<file path="config.mk">
export PLATFORM = sky130hd
export DESIGN_NAME = mod_n_contador_flat
export DESIGN_NICKNAME = d
export VERILOG_FILES = /design/src/rtl/mod_n_contador_if.sv /design/src/rtl/mod_n_contador.sv /design/src/flat_wrapper.sv
export SDC_FILE = /design/constraint.sdc
export NUM_CORES = 1
export LEC_CHECK = 0
export CELL_PAD_IN_SITES_DETAIL_PLACEMENT = 1
export CELL_PAD_IN_SITES_GLOBAL_PLACEMENT = 1
export CORE_AREA = 8 8 45 47
export DETAILED_ROUTE_END_ITERATION = 10
export DIE_AREA = 0 0 53 55
export PLACE_DENSITY_LB_ADDON = 0.1
export RECOVER_POWER = 25
export SLEW_MARGIN = 20
export SYNTH_ARGS = -nofsm -noshare
export SYNTH_HDL_FRONTEND = slang
export SYNTH_SLANG_ARGS = --single-unit
</file>
<file path="constraint.sdc">
create_clock -name clk -period 1.55 [get_ports clk]
set_input_delay 0.31 -clock clk [delete_from_list [all_inputs] [get_ports clk]]
set_output_delay 0.31 -clock clk [all_outputs]
set_load 0.01 [all_outputs]
</file>
<file path="src/rtl/mod_n_contador_if.sv">
// Count-control and status bundle for one mod_n_contador digit.
// master drives the controls; slave is the counter itself.
interface mod_n_contador_if #(
  parameter int unsigned WIDTH = 3
);
  logic             cnt;
  logic             up_dn;
  logic             load;
  logic [WIDTH-1:0] load_val;
  logic [WIDTH-1:0] Q;
  logic             tc;
  logic             carry_o;
  logic             load_err;

  modport master (
    output cnt, up_dn, load, load_val,
    input  Q, tc, carry_o, load_err
  );

  modport slave (
    input  cnt, up_dn, load, load_val,
    output Q, tc, carry_o, load_err
  );
endinterface

</file>
<file path="src/rtl/mod_n_contador.sv">
// Modulo-N up/down digit counter with parallel load, wrap/saturate mode and a
// registered carry/borrow pulse meant to drive the next digit's cnt.
module mod_n_contador #(
  parameter int unsigned MODULO   = 6,
  parameter int unsigned WIDTH    = 3,
  parameter int unsigned SATURATE = 0
) (
  input logic                  clk,
  input logic                  clr,
  mod_n_contador_if.slave      bus
);

  if ((MODULO < 2) || (MODULO > 256) || ((1 << WIDTH) < MODULO)) begin : gen_bad_param
    $error("mod_n_contador: MODULO must be 2..256 and fit in WIDTH bits");
  end

  localparam logic [WIDTH-1:0] MaxVal = WIDTH'(MODULO - 1);
  // One extra bit so MODULO == 2^WIDTH still compares correctly.
  localparam logic [WIDTH:0]   ModExt = (WIDTH + 1)'(MODULO);
  localparam bit               Sat    = (SATURATE != 0);

  logic [WIDTH-1:0] q_q, q_d;
  logic             carry_q, carry_d;
  logic             err_q, err_d;
  logic             at_top, at_bot;

  assign at_top = (q_q == MaxVal);
  assign at_bot = (q_q == '0);

  always_comb begin
    q_d     = q_q;
    carry_d = 1'b0;
    err_d   = err_q;
    if (bus.load) begin
      // cnt is ignored on every load cycle, legal value or not.
      if ({1'b0, bus.load_val} < ModExt) begin
        q_d = bus.load_val;
      end else begin
        err_d = 1'b1;
      end
    end else if (bus.cnt) begin
      if (bus.up_dn) begin
        if (!at_top) begin
          q_d = q_q + 1'b1;
        end else if (!Sat) begin
          q_d     = '0;
          carry_d = 1'b1;
        end
      end else begin
        if (!at_bot) begin
          q_d = q_q - 1'b1;
        end else if (!Sat) begin
          q_d     = MaxVal;
          carry_d = 1'b1;
        end
      end
    end
  end

  always_ff @(posedge clk) begin
    if (clr) begin
      q_q     <= '0;
      carry_q <= 1'b0;
      err_q   <= 1'b0;
    end else begin
      q_q     <= q_d;
      carry_q <= carry_d;
      err_q   <= err_d;
    end
  end

  assign bus.Q        = q_q;
  assign bus.carry_o  = carry_q;
  assign bus.load_err = err_q;
  assign bus.tc       = bus.up_dn ? at_top : at_bot;

endmodule

</file>
<file path="src/flat_wrapper.sv">
// flat-port wrapper written by rule: the top's interface ports become plain ports
module mod_n_contador_flat 
#(
  parameter int unsigned MODULO   = 6,
  parameter int unsigned WIDTH    = 3,
  parameter int unsigned SATURATE = 0
)
  (clk, clr, bus_cnt, bus_up_dn, bus_load, bus_load_val, bus_Q, bus_tc, bus_carry_o, bus_load_err);
  mod_n_contador_if #(.WIDTH(WIDTH)) bus_i ();
  input logic clk;
  input logic clr;
  input wire logic [$bits(bus_i.cnt)-1:0] bus_cnt;
  input wire logic [$bits(bus_i.up_dn)-1:0] bus_up_dn;
  input wire logic [$bits(bus_i.load)-1:0] bus_load;
  input wire logic [$bits(bus_i.load_val)-1:0] bus_load_val;
  output wire logic [$bits(bus_i.Q)-1:0] bus_Q;
  output wire logic [$bits(bus_i.tc)-1:0] bus_tc;
  output wire logic [$bits(bus_i.carry_o)-1:0] bus_carry_o;
  output wire logic [$bits(bus_i.load_err)-1:0] bus_load_err;
  assign bus_i.cnt = bus_cnt;
  assign bus_i.up_dn = bus_up_dn;
  assign bus_i.load = bus_load;
  assign bus_i.load_val = bus_load_val;
  assign bus_Q = bus_i.Q;
  assign bus_tc = bus_i.tc;
  assign bus_carry_o = bus_i.carry_o;
  assign bus_load_err = bus_i.load_err;
  mod_n_contador #(.MODULO(MODULO), .WIDTH(WIDTH), .SATURATE(SATURATE)) u_core (.clk(clk), .clr(clr), .bus(bus_i));
endmodule
</file>
==> results of run 1 <==
==> sequential cells by signal (all words and copies together) (netlist names) <==
name	cells
u_core.bus.Q	3
u_core.bus.carry_o	1
u_core.bus.load_err	1
==> layer usage <==
metal	global-route usage, %	vias to the layer above	routed length (microns)
met5	0	-	0
met4	2.59	0	0
met3	5.08	0	60
met2	14.5	10	576
met1	6.36	173	414
li1	-	193	-
==> critical path, delay by kind of cell, from the launching register on <==
family	cells	cell delay, ns
buffers and inverters	2	0.32
flip-flops	1	0.34
AO/OA/AOI/OAI	1	0.27
==> worst paths after layout <==
| check | to | cells past startpoint |
|---|---|---|
| worst max-delay path | bus_tc | 3 |
| worst min-delay path | u_core.bus.load_err$_SDFFE_PP0P_ | 2 |
| worst max register to register | u_core.bus.Q[1]$_SDFFE_PP0P_ | 5 |
| worst min register to register | u_core.bus.load_err$_SDFFE_PP0P_ | 2 |
==> cells in the mapped netlist <==
library cell,number
sky130_fd_sc_hd__nor2_1,6
sky130_fd_sc_hd__dfxtp_1,5
sky130_fd_sc_hd__inv_1,4
sky130_fd_sc_hd__a21oi_1,3
sky130_fd_sc_hd__nand2_1,3
sky130_fd_sc_hd__a31oi_1,2
sky130_fd_sc_hd__nand2b_1,2
sky130_fd_sc_hd__nor2b_1,2
sky130_fd_sc_hd__a2111oi_2,1
sky130_fd_sc_hd__and3_1,1
sky130_fd_sc_hd__ha_1,1
sky130_fd_sc_hd__nand3b_1,1
sky130_fd_sc_hd__nand4_1,1
sky130_fd_sc_hd__nor3b_1,1
sky130_fd_sc_hd__o21ai_0,1
sky130_fd_sc_hd__o21ai_1,1
sky130_fd_sc_hd__o22ai_1,1
sky130_fd_sc_hd__o311ai_1,1
sky130_fd_sc_hd__o32ai_1,1
sky130_fd_sc_hd__xnor2_1,1
==> cell type report <==
cell class,count,area [sq um],share of cell area [%]
multi-input cells,30,215,37.3
repair buffers,23,195,33.8
flip-flops and latches,5,105,18.2
clock buffers,4,26.3,4.56
well taps,16,20.0,3.47
inverters,4,15.0,2.60
==> where the power goes <==
group	internal, mW	leakage, nW	switching (mW)
registers	0.138	0.0421	0.00824
logic	0.0793	0.189	0.0640
clock network	0.0975	0.0150	0.0550
total	0.315	0.246	0.127
==> kinds of logic after synthesis <==
group / synth area share (%)
buffers and inverters: 5.02
AO/OA/AOI/OAI: 25.5
adder cells (fa/ha/maj): 4.18
AND/OR/NAND/NOR: 28.9
XOR/XNOR: 2.93
flip-flops: 33.5
==> what timing repair did <==
| action | 4_1_cts | 5_1_grt |
|---|---|---|
| pin swaps | 0 | 2 |
| buffers inserted | 0 | 2 |
| hold buffers | 0 | 0 |
| gates cloned | 0 | 0 |
| setup endpoints to repair | 4 | 1 |
| gates resized for setup | 12 | 6 |
==> metrics by stage <==
stage	hold slack [ns]	area, sq um
after global routing	0.539	577
after global placement	0.459	509
after floorplan	0.379	299
final	0.481	577
after CTS	0.479	538
after detailed placement	0.469	509
==> insert_results.sql, run 1 <==
INSERT INTO impl_metrics (metric_group, metric, value, unit) VALUES
('routing', 'drc', '0', ''),
('synthesis', 'synth.area.top_cells', 'sky130_fd_sc_hd__dfxtp_1 (33%), sky130_fd_sc_hd__nor2_1 (7.5%), sky130_fd_sc_hd__a21oi_1 (5.0%), sky130_fd_sc_hd__a2111oi_2 (5.0%), sky130_fd_sc_hd__inv_1 (5.0%)', ''),
('setup_path', 'cp-start-kind', 'register', ''),
('clocking', 'cts_made_buffers', '3', ''),
('cells_and_area', 'fin_cells', '82', ''),
('clocking', 'clk_transition_reported_paths', '0.05', 'ns'),
('synthesis', 'synthesis.instances', '39', ''),
('clocking', 'cts_tree', 'yes', ''),
('worst_hold_path', 'min_path_type', 'register to register', ''),
('cells_and_area', 'share_of_layout_cells_above_drive_strength_1', '33.3', '%'),
('die', 'core_area', '0.00138', 'sq mm'),
('setup_path', 'critical_path_arrival', '1.17', 'ns'),
('pwr', 'power-per-cell-area', '766', 'mW/mm^2'),
('cells_and_area', 'layout.filler_cells', '180', ''),
('routing', 'dr.first_iter.drc_count', '3', ''),
('global_routing', 'globalRouteOverflowTotal', '0', ''),
('setup_path', 'cp_data_required_time', '1.24', 'ns'),
('routing', 'dr.pass1.iters', '2', ''),
('placed_design', 'port_buffers', '13', ''),
('cells_and_area', 'layout_common_cells', 'sky130_fd_sc_hd__buf_4 (10), sky130_fd_sc_hd__clkdlybuf4s50_1 (8), sky130_fd_sc_hd__nor2_1 (5)', ''),
('outcome', 'outcome', 'finished clean', ''),
('die', 'top_level_ports', '14', ''),
('sta', 'final.setup.tns', '0', 'ns'),
('routing', 'routed_wire_length_per_instance', '12.8', 'microns'),
('pwr', 'total_leakage_power', '0.246', 'nW'),
('clocking', 'source_to_sink_clock_delay_at_the_later_pin_of_the_worst_skew_pair', '0.24', 'ns'),
('synthesis', 'mappedNetlistArea', '299', 'sq um'),
('die', 'die_w', '53', 'microns'),
('setup_path', 'kind_of_capture_point_of_the_worst_setup_path', 'primary output', ''),
('sta', 'clock.fmax', '0.674', 'GHz'),
('synthesis', 'synth-seq-cells', '5', ''),
('pwr', 'design_power_total', '0.442', 'mW'),
('setup_path', 'path_max_fanout', '3', ''),
('synthesis', 'yosysUniqueCellTypes', '20', ''),
('placed_design', 'placed_cells', '76', ''),
('die', 'start_util', '21.6', '%'),
('placed_design', 'dpl_worst_slack', '-0.579', 'ns'),
('worst_hold_path', 'hold_start', 'u_core.bus.load_err$_SDFFE_PP0P_', ''),
('synthesis', 'yosysSeqAreaShare', '33.5', '%'),
('placed_design', 'detailedPlacementHpwl', '865', 'microns'),
('setup_path', 'r2r-start', 'u_core.bus.Q[0]$_SDFFE_PP0P_', ''),
('routing', 'postRouteAntennaNets', '0', ''),
('run', 'max-cap-violations', '0', ''),
('routing', 'drt_wl_total', '1050', 'microns'),
('clocking', 'cts.root.buffer_cell', 'sky130_fd_sc_hd__clkbuf_4', ''),
('global_routing', 'first_global_vias', '399', ''),
('sta', 'finalCritPeriodShare', '95.7', '%'),
('synthesis', 'mappedNetlistNets', '48', ''),
('placed_design', 'globalplace.congestion', '0.705', ''),
('setup_path', 'cells_along_the_critical_path', 'buf_4, o32ai_4, buf_2', ''),
('cells_and_area', 'diodes', '0', ''),
('synthesis', 'avgSynthCellArea', '7.67', 'sq um'),
('sta', 'post-route-worst-setup-slack', '0.0670', 'ns'),
('cells_and_area', 'mostFrequentLayoutCell', 'sky130_fd_sc_hd__buf_4', ''),
('sta', 'slew_headroom', '78.9', '%'),
('synthesis', 'post-synth-top-area-fraction', '33.5', '%'),
('cells_and_area', 'area.growth.synth_to_final', '92.9', '%'),
('routing', 'vias', '376', ''),
('setup_path', 'crit_slowest_cell', 'sky130_fd_sc_hd__dfxtp_2', ''),
('global_routing', 'grt_max_degree', '8', ''),
('die', 'num_rows', '14', ''),
('pwr', 'max-vdd-ir-drop', '0.493', 'mV'),
('sta', 'fin_skew', '0.00759', 'ns'),
('synthesis', 'synth-warning-count', '0', ''),
('setup_path', 'cp_class', 'register to primary output', ''),
('setup_path', 'timing.critical_path.slowest_cell_delay', '0.34', 'ns'),
('setup_path', 'critical_path.startpoint', 'u_core.bus.Q[1]$_SDFFE_PP0P_', ''),
('sta', 'worst-slew-pin-transition', '0.316', 'ns'),
('global_routing', 'antenna_found_initial', '0', ''),
('cells_and_area', 'final_nets', '76', ''),
('setup_path', 'reg2reg_setup_slack', '0.17', 'ns');
No activity file was read; power rests on OpenSTA's default activity.
==> run 2: changes to the inputs <==
--- a/config.mk
+++ b/config.mk
@@ -5,12 +5,10 @@
 export SDC_FILE = /design/constraint.sdc
 export NUM_CORES = 1
 export LEC_CHECK = 0
-export CELL_PAD_IN_SITES_DETAIL_PLACEMENT = 1
-export CELL_PAD_IN_SITES_GLOBAL_PLACEMENT = 1
+export CAP_MARGIN = 10
 export CORE_AREA = 8 8 45 47
 export DETAILED_ROUTE_END_ITERATION = 10
 export DIE_AREA = 0 0 53 55
-export PLACE_DENSITY_LB_ADDON = 0.1
 export RECOVER_POWER = 25
 export SLEW_MARGIN = 20
 export SYNTH_ARGS = -nofsm -noshare
==> run 2 against run 1 <==
  * Die area unchanged
  * Critical path type unchanged
  * Cell count is 3.7% lower
  * Global-route usage decreased by 0.71 points
  * Core utilization fell by 3.3 points
  * Register-to-register slack gained 0.11 ns
  * Total power fell by 6.4%
==> insert_results.sql, run 2 (synthesis results as in run 1) <==
INSERT INTO impl_metrics (metric_group, metric, value, unit) VALUES
('clocking', 'cts_tree', 'yes', ''),
('routing', 'dr.first_iter.drc_count', '1', ''),
('sta', 'final_count_of_negative_setup_slack_endpoints', '0', ''),
('placed_design', 'port_buffers', '13', ''),
('clocking', 'clockBufferDepth', '2', ''),
('routing', 'dr.pass1.iters', '4', ''),
('die', 'die_w', '53', 'microns'),
('clocking', 'clk_transition_reported_paths', '0.04', 'ns'),
('worst_hold_path', 'min_path_type', 'register to register', ''),
('cells_and_area', 'area.growth.synth_to_final', '77.4', '%'),
('sta', 'post-route-worst-setup-slack', '0.0688', 'ns'),
('die', 'top_level_ports', '14', ''),
('sta', 'worst-slew-pin-transition', '0.318', 'ns'),
('sta', 'finalCritPeriodShare', '95.6', '%'),
('sta', 'period_minus_slack', '1.48', 'ns'),
('placed_design', 'dpl_worst_slack', '-0.570', 'ns'),
('cells_and_area', 'share_of_layout_cells_above_drive_strength_1', '22.2', '%'),
('cells_and_area', 'final_nets', '73', ''),
('pwr', 'max-vdd-ir-drop', '0.446', 'mV'),
('routing', 'routed_wire_length_per_instance', '10.0', 'microns'),
('routing', 'drt_wl_total', '793', 'microns'),
('sta', 'timing_hold_violations_final', '0', ''),
('cells_and_area', 'final_util', '38.3', '%'),
('sta', 'slew_headroom', '78.7', '%'),
('cells_and_area', 'layout_common_cells', 'sky130_fd_sc_hd__clkdlybuf4s50_1 (7), sky130_fd_sc_hd__buf_4 (7), sky130_fd_sc_hd__nor2_1 (6)', ''),
('setup_path', 'cp-start-kind', 'register', ''),
('run', 'max-cap-violations', '0', ''),
('clocking', 'cts.root.buffer_cell', 'sky130_fd_sc_hd__clkbuf_4', ''),
('setup_path', 'cp_data_required_time', '1.24', 'ns'),
('sta', 'fin_skew', '0.00205', 'ns'),
('global_routing', 'grt_max_degree', '8', ''),
('die', 'floorplan.die.height', '55', 'microns'),
('setup_path', 'path_max_fanout', '3', ''),
('global_routing', 'globalRouteOverflowTotal', '0', ''),
('cells_and_area', 'largest_register_ffs', '3', ''),
('setup_path', 'critical_path_arrival', '1.17', 'ns'),
('global_routing', 'first_global_vias', '385', ''),
('die', 'start_util', '21.6', '%'),
('global_routing', 'grt.total_usage', '6.99', '%'),
('outcome', 'outcome', 'finished clean', ''),
('setup_path', 'cp_class', 'register to primary output', ''),
('clocking', 'cts-hold-fix-buffers', '0', ''),
('placed_design', 'detailed_place.area', '502', 'sq um'),
('routing', 'detail_route.vias_per_cell', '4.51', ''),
('routing', 'drc', '0', ''),
('clocking', 'clkSinkCount', '5', ''),
('global_routing', 'grt_first_pass_wirelength', '1500', 'microns'),
('routing', 'postRouteAntennaNets', '0', ''),
('die', 'num_rows', '14', ''),
('die', 'die_area', '0.00292', 'sq mm'),
('placed_design', 'globalplace.congestion', '0.725', ''),
('clocking', 'source_to_sink_clock_delay_at_the_later_pin_of_the_worst_skew_pair', '0.24', 'ns'),
('sta', 'grt_setup_unrepaired', 'false', ''),
('cells_and_area', 'diodes', '0', ''),
('setup_path', 'kind_of_capture_point_of_the_worst_setup_path', 'primary output', ''),
('die', 'core_area', '0.00138', 'sq mm'),
('sta', 'clock.fmax', '0.675', 'GHz'),
('clocking', 'cts_made_buffers', '3', ''),
('cells_and_area', 'stdcell_area', '531', 'sq um'),
('sta', 'slew_viol_final', '0', ''),
('pwr', 'total_leakage_power', '0.241', 'nW'),
('clocking', 'number_of_levels_the_h_tree_was_split_into', '1', ''),
('routing', 'vias', '356', ''),
('pwr', 'power-per-cell-area', '780', 'mW/mm^2'),
('global_routing', 'antenna_found_initial', '0', ''),
('placed_design', 'detailedPlacementHpwl', '634', 'microns');
[run 2: changes by cell type in the layout (fill, tap and decap cells not counted), sizes merged]
| cell | delta |
|---|---|
| buf | -3 |
| clkdlybuf4s50 | -1 |
| dlygate4sd2 | -1 |
| dlygate4sd3 | +1 |
| dlymetal6s2s | +1 |
[run 2: path summary, 6_finish.rpt]
check	from	to	slack (ns)	cells after the start
worst max-delay path	u_core.bus.Q[1]$_SDFFE_PP0P_	bus_tc	0.07	5
worst min-delay path	u_core.bus.load_err$_SDFFE_PP0P_	u_core.bus.load_err$_SDFFE_PP0P_	0.46	2
worst max register to register	u_core.bus.Q[0]$_SDFFE_PP0P_	u_core.bus.Q[1]$_SDFFE_PP0P_	0.28	5
worst min register to register	u_core.bus.load_err$_SDFFE_PP0P_	u_core.bus.load_err$_SDFFE_PP0P_	0.46	2
[run 2: layout make-up]
type                    instances  area, sq um
clock buffers                   4         26.3
fillers                       150          853
inverters                       4         15.0
multi-input cells              30          191
flip-flops and latches          5          101
well taps                      16         20.0
repair buffers                 20          176
[run 2: where the power goes]
group / internal (mW) / switching [mW] / total, mW
registers: 0.138 / 0.00572 / 0.144
clock network: 0.0973 / 0.0525 / 0.150
logic: 0.0662 / 0.0538 / 0.120
total: 0.302 / 0.112 / 0.414
[run 2: layer usage]
layer,share of wire [%],GRT usage (%),vias up,wire length [microns]
li1,-,-,188,-
met1,50,7.42,147,396
met2,36,9.57,17,282
met3,12,4.81,4,95
met4,2.4,5.17,0,19
met5,0,0,-,0
[run 2: per-stage QoR]
stage               total power, mW  setup TNS, ns  cells  hold WS [ns]
floorplan                     0.198              0     39         0.379
global placement              0.272         -0.636     75         0.464
detailed placement            0.271         -0.615     75         0.466
CTS                           0.425              0     79         0.471
global route                  0.447              0     79         0.525
finish                        0.414              0     79         0.463
[run 2: worst max-delay path, stage by stage, from the launching register on]
cell,delay (ns)
sky130_fd_sc_hd__dfxtp_1,0.32
sky130_fd_sc_hd__nor2_1,0.11
sky130_fd_sc_hd__ha_1,0.15
sky130_fd_sc_hd__inv_1,0.05
sky130_fd_sc_hd__o32ai_2,0.12
sky130_fd_sc_hd__buf_2,0.19
[run 2: repair_timing]
| action | in CTS | in global routing |
|---|---|---|
| buffers inserted | 0 | 0 |
| gates resized for setup | 9 | 1 |
| endpoints found under the setup margin | 3 | 2 |
| pin swaps | 2 | 1 |
